## src/rtl/mem_port_arbiter_if.sv

```systemverilog
// mem_port_arbiter_if: fetch/load-store request buses and the shared memory port.
interface mem_port_arbiter_if #(
   parameter int ADDR_W = 32,
   parameter int DATA_W = 32
);
   logic              if_req;
   logic [ADDR_W-1:0] if_addr;
   logic              if_gnt;
   logic              if_rvalid;
   logic [DATA_W-1:0] if_rdata;
   logic              ls_req;
   logic              ls_we;
   logic [ADDR_W-1:0] ls_addr;
   logic [DATA_W-1:0] ls_wdata;
   logic              ls_gnt;
   logic              ls_rvalid;
   logic [DATA_W-1:0] ls_rdata;
   logic [ADDR_W-1:0] mem_addr;
   logic [DATA_W-1:0] mem_wdata;
   logic              mem_we;
   logic [DATA_W-1:0] mem_rdata;
   logic              busy;

   modport master (
      input  if_req, if_addr, ls_req, ls_we, ls_addr, ls_wdata, mem_rdata,
      output if_gnt, if_rvalid, if_rdata, ls_gnt, ls_rvalid, ls_rdata,
             mem_addr, mem_wdata, mem_we, busy
   );
   modport slave (
      output if_req, if_addr, ls_req, ls_we, ls_addr, ls_wdata, mem_rdata,
      input  if_gnt, if_rvalid, if_rdata, ls_gnt, ls_rvalid, ls_rdata,
             mem_addr, mem_wdata, mem_we, busy
   );
endinterface

```

## src/rtl/mem_port_arbiter.sv

```systemverilog
// mem_port_arbiter: shares one memory port between fetch (IF) and load/store (LS),
// LS first with an IF starvation guard, and absorbs the fixed memory read latency.
module mem_port_arbiter #(
   parameter int ADDR_W     = 32,
   parameter int DATA_W     = 32,
   parameter int RD_LAT     = 3,
   parameter int STARVE_MAX = 4
) (
   input logic                clk,
   input logic                reset,
   mem_port_arbiter_if.master bus
);
   typedef enum logic [1:0] {IDLE, RD_WAIT, WR} state_t;

   state_t            state_q, state_d;
   logic [3:0]        wait_cnt_q, wait_cnt_d, ls_streak_q, ls_streak_d;
   logic              owner_ls_q, owner_ls_d;
   logic              if_gnt_q, if_gnt_d, ls_gnt_q, ls_gnt_d;
   logic              if_rvalid_q, if_rvalid_d, ls_rvalid_q, ls_rvalid_d;
   logic [ADDR_W-1:0] mem_addr_q, mem_addr_d;
   logic [DATA_W-1:0] mem_wdata_q, mem_wdata_d, if_rdata_q, if_rdata_d, ls_rdata_q, ls_rdata_d;
   logic              pick_ls;

   // LS wins ties unless IF has already sat through STARVE_MAX LS grants
   assign pick_ls = bus.ls_req && !(bus.if_req && ls_streak_q == 4'(STARVE_MAX));

   always_comb begin
      state_d     = state_q;
      wait_cnt_d  = wait_cnt_q;
      ls_streak_d = ls_streak_q;
      owner_ls_d  = owner_ls_q;
      mem_addr_d  = mem_addr_q;
      mem_wdata_d = mem_wdata_q;
      if_rdata_d  = if_rdata_q;
      ls_rdata_d  = ls_rdata_q;
      if_gnt_d    = 1'b0;
      ls_gnt_d    = 1'b0;
      if_rvalid_d = 1'b0;
      ls_rvalid_d = 1'b0;
      case (state_q)
         IDLE: if (bus.if_req || bus.ls_req) begin
            owner_ls_d  = pick_ls;
            if_gnt_d    = !pick_ls;
            ls_gnt_d    = pick_ls;
            ls_streak_d = (pick_ls && bus.if_req) ? ls_streak_q + 4'd1 : 4'd0;
            mem_addr_d  = pick_ls ? bus.ls_addr : bus.if_addr;
            mem_wdata_d = (pick_ls && bus.ls_we) ? bus.ls_wdata : mem_wdata_q;
            state_d     = (pick_ls && bus.ls_we) ? WR : RD_WAIT;
            wait_cnt_d  = 4'(RD_LAT - 1);
         end
         RD_WAIT: begin
            wait_cnt_d = wait_cnt_q - 4'd1;
            if (wait_cnt_q == 4'd0) begin
               state_d     = IDLE;
               if_rvalid_d = !owner_ls_q;
               ls_rvalid_d = owner_ls_q;
               if_rdata_d  = owner_ls_q ? if_rdata_q : bus.mem_rdata;
               ls_rdata_d  = owner_ls_q ? bus.mem_rdata : ls_rdata_q;
            end
         end
         default: state_d = IDLE;
      endcase
   end

   always_ff @(posedge clk) begin
      if (reset) begin
         state_q     <= IDLE;
         wait_cnt_q  <= '0;
         ls_streak_q <= '0;
         owner_ls_q  <= 1'b0;
         mem_addr_q  <= '0;
         mem_wdata_q <= '0;
         if_rdata_q  <= '0;
         ls_rdata_q  <= '0;
         if_gnt_q    <= 1'b0;
         ls_gnt_q    <= 1'b0;
         if_rvalid_q <= 1'b0;
         ls_rvalid_q <= 1'b0;
      end else begin
         state_q     <= state_d;
         wait_cnt_q  <= wait_cnt_d;
         ls_streak_q <= ls_streak_d;
         owner_ls_q  <= owner_ls_d;
         mem_addr_q  <= mem_addr_d;
         mem_wdata_q <= mem_wdata_d;
         if_rdata_q  <= if_rdata_d;
         ls_rdata_q  <= ls_rdata_d;
         if_gnt_q    <= if_gnt_d;
         ls_gnt_q    <= ls_gnt_d;
         if_rvalid_q <= if_rvalid_d;
         ls_rvalid_q <= ls_rvalid_d;
      end
   end

   assign bus.if_gnt    = if_gnt_q;
   assign bus.ls_gnt    = ls_gnt_q;
   assign bus.if_rvalid = if_rvalid_q;
   assign bus.ls_rvalid = ls_rvalid_q;
   assign bus.if_rdata  = if_rdata_q;
   assign bus.ls_rdata  = ls_rdata_q;
   assign bus.mem_addr  = mem_addr_q;
   assign bus.mem_wdata = mem_wdata_q;
   assign bus.mem_we    = state_q == WR;
   assign bus.busy      = state_q != IDLE;
endmodule

```

## src/flat_wrapper.sv

```systemverilog
// flat-port wrapper written by rule: the top's interface ports become plain ports
module mem_port_arbiter_flat 
#(
   parameter int ADDR_W     = 32,
   parameter int DATA_W     = 32,
   parameter int RD_LAT     = 3,
   parameter int STARVE_MAX = 4
)
  (clk, reset, bus_if_req, bus_if_addr, bus_ls_req, bus_ls_we, bus_ls_addr, bus_ls_wdata, bus_mem_rdata, bus_if_gnt, bus_if_rvalid, bus_if_rdata, bus_ls_gnt, bus_ls_rvalid, bus_ls_rdata, bus_mem_addr, bus_mem_wdata, bus_mem_we, bus_busy);
  mem_port_arbiter_if #(.ADDR_W(ADDR_W), .DATA_W(DATA_W)) bus_i ();
  input logic clk;
  input logic reset;
  input wire logic [$bits(bus_i.if_req)-1:0] bus_if_req;
  input wire logic [$bits(bus_i.if_addr)-1:0] bus_if_addr;
  input wire logic [$bits(bus_i.ls_req)-1:0] bus_ls_req;
  input wire logic [$bits(bus_i.ls_we)-1:0] bus_ls_we;
  input wire logic [$bits(bus_i.ls_addr)-1:0] bus_ls_addr;
  input wire logic [$bits(bus_i.ls_wdata)-1:0] bus_ls_wdata;
  input wire logic [$bits(bus_i.mem_rdata)-1:0] bus_mem_rdata;
  output wire logic [$bits(bus_i.if_gnt)-1:0] bus_if_gnt;
  output wire logic [$bits(bus_i.if_rvalid)-1:0] bus_if_rvalid;
  output wire logic [$bits(bus_i.if_rdata)-1:0] bus_if_rdata;
  output wire logic [$bits(bus_i.ls_gnt)-1:0] bus_ls_gnt;
  output wire logic [$bits(bus_i.ls_rvalid)-1:0] bus_ls_rvalid;
  output wire logic [$bits(bus_i.ls_rdata)-1:0] bus_ls_rdata;
  output wire logic [$bits(bus_i.mem_addr)-1:0] bus_mem_addr;
  output wire logic [$bits(bus_i.mem_wdata)-1:0] bus_mem_wdata;
  output wire logic [$bits(bus_i.mem_we)-1:0] bus_mem_we;
  output wire logic [$bits(bus_i.busy)-1:0] bus_busy;
  assign bus_i.if_req = bus_if_req;
  assign bus_i.if_addr = bus_if_addr;
  assign bus_i.ls_req = bus_ls_req;
  assign bus_i.ls_we = bus_ls_we;
  assign bus_i.ls_addr = bus_ls_addr;
  assign bus_i.ls_wdata = bus_ls_wdata;
  assign bus_i.mem_rdata = bus_mem_rdata;
  assign bus_if_gnt = bus_i.if_gnt;
  assign bus_if_rvalid = bus_i.if_rvalid;
  assign bus_if_rdata = bus_i.if_rdata;
  assign bus_ls_gnt = bus_i.ls_gnt;
  assign bus_ls_rvalid = bus_i.ls_rvalid;
  assign bus_ls_rdata = bus_i.ls_rdata;
  assign bus_mem_addr = bus_i.mem_addr;
  assign bus_mem_wdata = bus_i.mem_wdata;
  assign bus_mem_we = bus_i.mem_we;
  assign bus_busy = bus_i.busy;
  mem_port_arbiter #(.ADDR_W(ADDR_W), .DATA_W(DATA_W), .RD_LAT(RD_LAT), .STARVE_MAX(STARVE_MAX)) u_core (.clk(clk), .reset(reset), .bus(bus_i));
endmodule
```

## config.mk

```make
export PLATFORM = sky130hd
export DESIGN_NAME = mem_port_arbiter_flat
export DESIGN_NICKNAME = d
export VERILOG_FILES = /design/src/rtl/mem_port_arbiter_if.sv /design/src/rtl/mem_port_arbiter.sv /design/src/flat_wrapper.sv
export SDC_FILE = /design/constraint.sdc
export NUM_CORES = 1
export LEC_CHECK = 0
export CAP_MARGIN = 10
export CORE_MARGIN = 2
export CORE_UTILIZATION = 43
export DETAILED_ROUTE_END_ITERATION = 8
export HOLD_SLACK_MARGIN = 0.1
export PLACE_DENSITY = 0.87
export SYNTH_ARGS = -nofsm -noshare
export SYNTH_HDL_FRONTEND = slang
export SYNTH_SLANG_ARGS = --single-unit
```

## constraint.sdc

```tcl
create_clock -name clk -period 2.8 [get_ports clk]
set_input_delay 0.84 -clock clk [delete_from_list [all_inputs] [get_ports clk]]
set_output_delay 0.84 -clock clk [all_outputs]
set_load 0.01 [all_outputs]
```

==> impl_metrics.toml <==
[final_layout]
stdcell_count = 1111
nets = 1066
area_delta_synth_final_pct = 64.78
layout-drive-gt1-share = 0.05726
diodes = 0
layout_common_cells = "clkdlybuf4s50_1, nand2_1, dfxtp_1"
post-route-util = 0.7294
final_common_cell = "clkdlybuf4s50_1"

[detailed_routing]
ant_nets = 0
wl_per_cell_um = 14.74
dr.pass1.iters = 4
vias = 5563
wl_um = 16380
initialDrtViolationCount = 387
drc = 0
avgViaCountPerCell = 5.007

[outcome]
status = "finished, final reports clean"

[sta]
fmax_mhz = 410.6
finalHoldViolations = 0
finalSetupTns_ns = 0
setup_violations = 0
layout_min_cycle_time_ns = 2.435
slew_headroom = 0.5889
slew_viol_final = 0
rsz0062_at_grt = "no"
tightest_slew_ns = 0.6167
setup_slack_ns = 0.3647
finClkSkew_ns = 0.005661
period_share = 0.8697

[critical_path]
crit_required_ns = 1.96
crit_arrival_ns = 1.60
path_max_fanout = 5
cp-end-kind = "primary output"
worstReg2RegStart = "u_core.ls_streak_q[0]"
cp-startpoint = "u_core.state_q[1]"
critPathKind = "reg2out"
startpoint_type = "flop"

[floorplanning]
row_count = 40
core-area_sq_um = 12060
fp.dieArea_sq_um = 13320
die_height_um = 115.4
io_pins = 267
die_x_um = 115.4
start_util = 0.4426

[placed_design]
dp_cells = 1079
port_buffers = 266
gp_congestion = 0.8453
post-place-ws_ns = 0.2104
hpwl_um = 11180

[power]
power_density_nw_per_um2 = 656.6
p_leak_nw = 3.181
finalPower_mw = 5.776
max-vdd-ir-drop_mv = 0.5119

[cts]
cts-htree-levels = 4
postCtsSetupBuffers = 0
cts.root.buffer_cell = "clkbuf_16"
clkLatencyLatePin_ns = 0.42
clock_sinks = 143
holdBufCountCts = 0
cts_resized = 0
tritoncts = "done"
path_clk_slew_ns = 0.06
cts_max_path_buffers = 2
cts_buffers = 17

[global_routing]
grt_pass1_wl_um = 25710
grt_pass1_vias = 5298
grt_overflow_total = 0
grt_use_total = 0.2442
grt_start_max_net_pins = 58
antenna_found_initial = 0

[synthesis]
mappedNetlistNets = 817
seq_area_frac_synth = 0.5362
synth_top_area_frac = 0.5362
yosys_warnings = 0
yosys.area.top_type = "dfxtp_1"
synth.area.top_cells = "dfxtp_1, nand2_1, a21oi_1"
syn_area_per_cell_sq_um = 7.840
syn_area_sq_um = 5339
synth-seq-cells = 143
synth_cell_type_count = 34
synthCells = 681

[job]
maxCapViolCount = 0

[hold_path]
worstHoldStart = "u_core.bus.mem_wdata[1]"
holdCritPathClass = "reg2reg"
==> per-stage QoR <==
stage          hold slack (ns)  area, sq um
5_1_grt                 0.4680         8797
2_1_floorplan           0.4561         5339
3_5_place_dp            0.4453         8153
3_3_place_gp            0.4404         8153
6_report                0.4492         8797
4_1_cts                 0.4534         8797
==> worst max-delay path: stages, from the launching register on <==
cell and delay [ns]:
dfxtp_1 0.33, nor2_2 0.23, inv_2 0.11, clkdlybuf4s50_1 0.51
==> Yosys cell counts <==
master / instances
inv_2: 1
nor3_1: 6
buf_1: 1
nor2_2: 1
o21ai_2: 1
a21o_1: 1
and4_1: 1
buf_4: 3
and2_1: 2
nor2b_1: 2
a21oi_1: 136
nor2_1: 39
a22oi_1: 1
inv_1: 6
clkbuf_1: 29
nand2_1: 234
nor3b_2: 2
a31oi_1: 1
nor4_1: 1
and3_1: 1
o21ai_0: 1
ha_1: 3
nor2_4: 1
xor2_1: 1
a221oi_1: 1
nand3b_1: 1
a211oi_1: 32
nand2b_1: 1
dfxtp_1: 143
nand4b_1: 1
or2_0: 1
nand4_1: 1
nand3_1: 7
buf_2: 18
==> layout make-up <==
class | instances | area (sq um)
fillers | 895 | 3264
flip-flops and latches | 143 | 2863
repair buffers | 281 | 2823
inverters | 7 | 26.28
well taps | 168 | 210.2
multi-input cells | 480 | 2231
clock buffers | 18 | 439.2
clock inverters | 14 | 205.2
==> sequential cells by signal, indices dropped and copies added, names as in the netlist <==
| register | flops |
|---|---|
| u_core.wait_cnt_q | 4 |
| u_core.ls_streak_q | 4 |
| u_core.bus.ls_rdata | 32 |
| u_core.bus.mem_wdata | 32 |
| u_core.bus.ls_rvalid | 1 |
| u_core.state_q | 2 |
| u_core.bus.ls_gnt | 1 |
| u_core.bus.mem_addr | 32 |
| u_core.bus.if_gnt | 1 |
| u_core.bus.if_rvalid | 1 |
| u_core.owner_ls_q | 1 |
| u_core.bus.if_rdata | 32 |
==> report_power, final <==
group | internal [mW] | switching [mW] | leakage (nW)
combinational | 0.564 | 0.506 | 1.70
sequential | 2.19 | 0.0799 | 1.17
clock | 1.53 | 0.908 | 0.313
==> final timing paths <==
path         slack, ns  depth (start not counted)                 endpoint
max               0.36                          3                 bus_busy
max reg2reg       0.87                          7  u_core.bus.mem_addr[19]
min reg2reg       0.45                          2  u_core.bus.mem_wdata[1]
min               0.45                          2  u_core.bus.mem_wdata[1]
==> per-layer routing <==
layer | global-route usage | vias to the layer above | share of wire
met1 | 0.2741 | 2561 | 0.40
met4 | 0.1157 | 2 | 0.027
met3 | 0.08944 | 31 | 0.089
met2 | 0.4121 | 213 | 0.49
met5 | 0 | - | 0.00037
li1 | - | 2756 | -
==> cells by family after synthesis <==
family	share of synthesized area
and+or+nand+nor	0.2273
AOI/OAI and AO/OA	0.1807
DFF	0.5362
buffers and inverters	0.04710
adders and majority gates	0.007031
xor gates and xnor gates	0.001641
Power figures use the tool's default switching activity.
